$ cat src/rtl/symbol_sink.sv
// symbol_sink: packs 2-bit symbols LSB-first into words and queues them in a show-ahead FIFO (optional SINK_PARITY_EN adds out_par)
module symbol_sink #(
  parameter int SYMS  = 4,
  parameter int DEPTH = 4
) (
  input  logic                clk,
  input  logic                rst,
  input  logic                in_valid,
  output logic                in_ready,
  input  logic [1:0]          in_sym,
  input  logic                flush,
  output logic                out_valid,
  input  logic                out_ready,
  output logic [2*SYMS-1:0]   out_word,
  output logic [4:0]          word_cnt
`ifdef SINK_PARITY_EN
  ,
  output logic                out_par
`endif
);
  localparam int W  = 2 * SYMS;
  localparam int AW = $clog2(DEPTH);
  typedef enum logic {IDLE, FILL} state_t;
  state_t state;
  logic [3:0] idx, idx_nxt;
  logic [W-1:0] asm_q, asm_nxt, ins;
  logic [W-1:0] mem [DEPTH];
  logic [AW-1:0] wp, rp;
  logic accept, push, pop, last;
  assign in_ready  = (word_cnt != 5'(DEPTH)) & ~flush;
  assign out_valid = word_cnt != 5'd0;
  assign out_word  = mem[rp];
  assign accept    = in_valid & in_ready;
  assign pop       = out_valid & out_ready;
  assign last      = idx == 4'(SYMS - 1);
  // Next assembly state: insert the accepted symbol at slot idx, complete the word on the last slot
  always_comb begin
    state = (idx == 4'd0) ? IDLE : FILL;
    ins = asm_q;
    ins[2*idx +: 2] = in_sym;
    push = accept & (state == FILL) & last;
    idx_nxt = flush ? 4'd0 : push ? 4'd0 : accept ? idx + 4'd1 : idx;
    asm_nxt = (flush | push) ? '0 : accept ? ins : asm_q;
  end
  // Assembly register and symbol index
  always_ff @(posedge clk or posedge rst) begin
    if (rst) begin
      idx   <= 4'd0;
      asm_q <= '0;
    end else begin
      idx   <= idx_nxt;
      asm_q <= asm_nxt;
    end
  end
  // Word FIFO: storage, wrapping pointers and occupancy
  always_ff @(posedge clk or posedge rst) begin
    if (rst) begin
      wp       <= '0;
      rp       <= '0;
      word_cnt <= 5'd0;
      for (int i = 0; i < DEPTH; i++) mem[i] <= '0;
    end else begin
      if (push) begin
        mem[wp] <= ins;
        wp      <= wp + AW'(1);
      end
      if (pop) rp <= rp + AW'(1);
      word_cnt <= word_cnt + 5'(push) - 5'(pop);
    end
  end
`ifdef SINK_PARITY_EN
  logic par_mem [DEPTH];
  assign out_par = par_mem[rp];
  // Per-entry parity stored alongside each queued word
  always_ff @(posedge clk or posedge rst) begin
    if (rst) begin
      for (int i = 0; i < DEPTH; i++) par_mem[i] <= 1'b0;
    end else if (push) begin
      par_mem[wp] <= ^ins;
    end
  end
`endif
endmodule

$ cat config.mk
export PLATFORM = sky130hd
export DESIGN_NAME = symbol_sink
export DESIGN_NICKNAME = d
export VERILOG_FILES = /design/src/rtl/symbol_sink.sv
export SDC_FILE = /design/constraint.sdc
export NUM_CORES = 1
export LEC_CHECK = 0
export ABC_AREA = 1
export CAP_MARGIN = 20
export CORE_ASPECT_RATIO = 0.6
export CORE_MARGIN = 2
export CORE_UTILIZATION = 35
export CTS_CLUSTER_DIAMETER = 50
export DETAILED_ROUTE_END_ITERATION = 10
export RECOVER_POWER = 100
export SLEW_MARGIN = 20
export SYNTH_ARGS = -nofsm -noshare
export SYNTH_HDL_FRONTEND = slang
export SYNTH_SLANG_ARGS = --single-unit
$ cat constraint.sdc
create_clock -name clk -period 6.1 [get_ports clk]
set_clock_uncertainty 0.15 [all_clocks]
set_input_delay 1.83 -clock clk [delete_from_list [all_inputs] [get_ports clk]]
set_output_delay 1.83 -clock clk [all_outputs]
set_load 0.02 [all_outputs]
# Yosys cells after proc, flatten, opt, wreduce, memory -nomap -nowiden
# Index checks and enable logic that the tools add are counted.
# op_classes
bitwise_logic,9
n_reduce_logical,5
add_sub_neg,6
n_shift,2
eq_ne,2
n_mux,13
magnitude_cmp,3
# op_table
op,count
$mux 8,5
$neg 5->34,1
$shift 2x34->8 const A,1
$shiftx 2x34->8,1
$bwmux 32,1
$bmux 8 s2,1
$demux 8 s2,1
$mux 4,3
$bwmux 8,1
$ge 3x3->1 const B,2
$not 2->3,2
$add 5x1->5,1
$and 1x1->1,5
$ne 5x3->1 const B,1
$reduce_bool 5->1,1
$sub 5x1->5,1
$add 2x1->2 const B,2
$add 4x1->4 const B,1
$eq 4x2->1 const B,1
$logic_not 4->1,1
$lt 3x1->1 const B,1
$reduce_bool 3->1,1
$reduce_bool 2->1,1
$logic_and 1x1->1,1
other kinds (3),3
# totals
output_inout_bits,15
word_cells,49
register_bits,53
inputBits,7

# Logic depth before layout (Yosys ltp)
# logic_depth
depth_word,7
mapped_depth,14
ltp_nobuf,14

# Least setup slack after synthesis
# OpenSTA, ideal clock, no wires.
# synth_timing
path_kind,input to output
startpoint,input flush
endpoint,output in_ready
path_slack_ns,1.918
cell_stages,1
required_ns,4.120
arrival_ns,2.202
path_cell_list,a31oi_1
# synth_between
elab_chain_cells,2
# synth_rtl
element,line,source
"start, declared",11,"input logic flush,"
$not 1->1,30,assign in_ready = (word_cnt != 5'(DEPTH)) & ~flush;
$and 1x1->1,30,
"end, declared",9,"output logic in_ready,"
# Every way passes these cells.

# Worst setup path after layout
# Ends and elaborated chain as after synthesis.

==> results_dict.tcl <==
set metrics [dict create \
    ant_nets 0 \
    rr_worst_depth 8 \
    rsz0062_at_grt "no" \
    hold_path.class "register to register" \
    violations "capacitance limit, slew limit" \
    clkTransAtPathRegs_ps 70 \
    wire_per_inst_um 14.4 \
    tns_ps 0 \
    startpoint_type "input port" \
    slew_headroom_pct -89.1 \
    max_freq_ghz 0.192 \
    end_kind "output port" \
    clockBufferDepth 2 \
    ys_ff_latch 53 \
    rows 25 \
    async_flop_share_pct 100 \
    clk_latency_ps 300 \
    drt_iter0_drc 211 \
    track_usage_pct 17.4 \
    post-cts-setup-buffers 0 \
    numCtsBuffers 5 \
    synth_area_mm2 0.00295 \
    syn2layout_area_growth_pct 14.9 \
    cts_tree "done" \
    worst-setup-path-type "input port to output port" \
    grt_pass1_wl_mm 12.0 \
    cts_hold_buf 0 \
    vias_per_cell 4.88 \
    synth_edf_count 0 \
    num-nets-final 408 \
    vdd_ir_drop_max_mv 0.111 \
    synth_top_area_cell "dfrtp_1" \
    grt_max_degree 54 \
    worstPathArrival_ps 3230 \
    synth_cell_types 32 \
    syn_nets 382 \
    worstMarginPinSlew_ps 2840 \
    die_area_mm2 0.00920 \
    die_h_um 75.1 \
    finalHoldViolCount 0 \
    drc 0 \
    yosys-top-cells-area "dfrtp_1, nand2_1, nand3_1, ha_1, inv_1" \
    numPortBuffers 21 \
    power_leakage_nw 1.73 \
    cts_root_buf "clkbuf_16" \
    p_per_area_mw_per_mm2 366 \
    antenna_cells 0 \
    synth_most_common_cell "nand2_1" \
    avgSynthCellArea_um2 8.17 \
    hold_depth 2 \
    timing.final.crit_period_ps 5210 \
    yosysSeqAreaShare_pct 45.0 \
    io_pins 22 \
    synth_cells 361 \
    drive_gt1_share_pct 10.1 \
    gp_congestion 0.832 \
    drt-pass1-iter-count 4 \
    yosys-top-cells-count "nand2_1, dfrtp_1, nand3_1" \
    finalCritPeriodShare_pct 85.4 \
    slew_violations 65 \
    dpl_worst_slack_ps 1070 \
    status "finished with violations" \
    ctsResizeCount 0 \
    synthFlopType "dfrtp_1" \
    core_mm2 0.00804 \
    setup_violations 0 \
    die_w_um 123 \
    grt-ovfl-total 0 \
    worst_slack_ps 891 \
    cp_max_fo 3 \
    grt_pass1_vias 2382 \
    antenna_found_initial 0 \
    clock_sinks 53 \
    start_util_pct 36.7 \
    cp_data_required_time_ps 4120 \
    cts.htree.levels 2 \
    ys.warnings.count 0 \
    synth_top_area_share_pct 45.0 \
    cap_violations 2 \
    num_vias 2421 \
    dpl.hpwl_mm 5.17 \
    drt_wl_total_mm 7.13 \
]
-- area by class of cell --
cell class | instances | area, µm²
fillers | 806 | 4650
repair buffers | 23 | 221
well taps | 108 | 135
inverters | 45 | 174
clock buffers | 7 | 153
clock inverters | 1 | 5.00
flip-flops and latches | 53 | 1330
multi-input cells | 259 | 1380
-- power by group --
part           switching, mW  internal [mW]
combinational          0.316          0.187
sequential            0.0428          0.394
clock                  0.127          0.174
total                  0.485          0.755
-- per-stage QoR --
step           instances  total power [mW]  util (%)  hold WS [ps]  cell area, µm²
3_5_place_dp         488             0.972      41.0           311            3290
4_1_cts              496              1.28      42.9           331            3450
6_report             496              1.24      42.2           327            3390
2_1_floorplan        361             0.784         -           290            2950
3_3_place_gp         488             0.961      41.0           306            3290
5_1_grt              496              1.33      42.2           348            3390
-- layer usage --
metal / global-route usage (%) / vias up / routed length (µm)
met2: 24.6 / 63 / 2840
li1: - / 1217 / -
met5: 0 / - / 0
met3: 3.94 / 9 / 403
met1: 26.1 / 1132 / 3780
met4: 6.26 / 0 / 101
-- registers in the layout, indices dropped and copies added, names as in the netlist --
register and count:
idx 4, asm_q 8, mem 32, rp 2, wp 2, word_cnt 5
-- cell families (layout without fill, tap and decap cells) --
logic type | Yosys count | after routing | synth area share, %
XOR/XNOR | 6 | 6 | 1.78
buffers and inverters | 49 | 76 | 6.49
flip-flops | 53 | 53 | 45.0
AND/OR/NAND/NOR | 192 | 192 | 31.3
adder cells (fa/ha/maj) | 14 | 14 | 6.19
AO/OA/AOI/OAI | 47 | 47 | 9.25
-- layout by cell type (no fill, tap or decap), types with 5 or more instances in the layout --
cell | synthesis | routed
nand3_1 | 48 | 49
dfrtp_1 | 53 | 53
o22ai_1 | 7 | 7
nand2_2 | 8 | 8
nor2_1 | 27 | 29
a21oi_1 | 6 | 6
dlygate4sd3_1 | 0 | 18
inv_1 | 37 | 36
ha_1 | 13 | 13
o21ai_0 | 21 | 24
nand2_1 | 90 | 93
xor2_1 | 5 | 5
clkbuf_16 | 0 | 5
-- worst paths after layout --
path / startpoint / end / slack (ps)
max in group asynchronous: rst / asm_q[4] / 1300
setup reg to reg: idx[0] / mem[8] / 2470
setup / recovery: flush / in_ready / 890
hold reg to reg: mem[17] / mem[17] / 330
hold / removal: mem[17] / mem[17] / 330
min in group asynchronous: rst / mem[3] / 2900
-- critical path, stage by stage --
cell,delay (ps)
dlygate4sd3_1,570
a31oi_1,140
dlygate4sd3_1,690
Power figures use the tool's default switching activity.
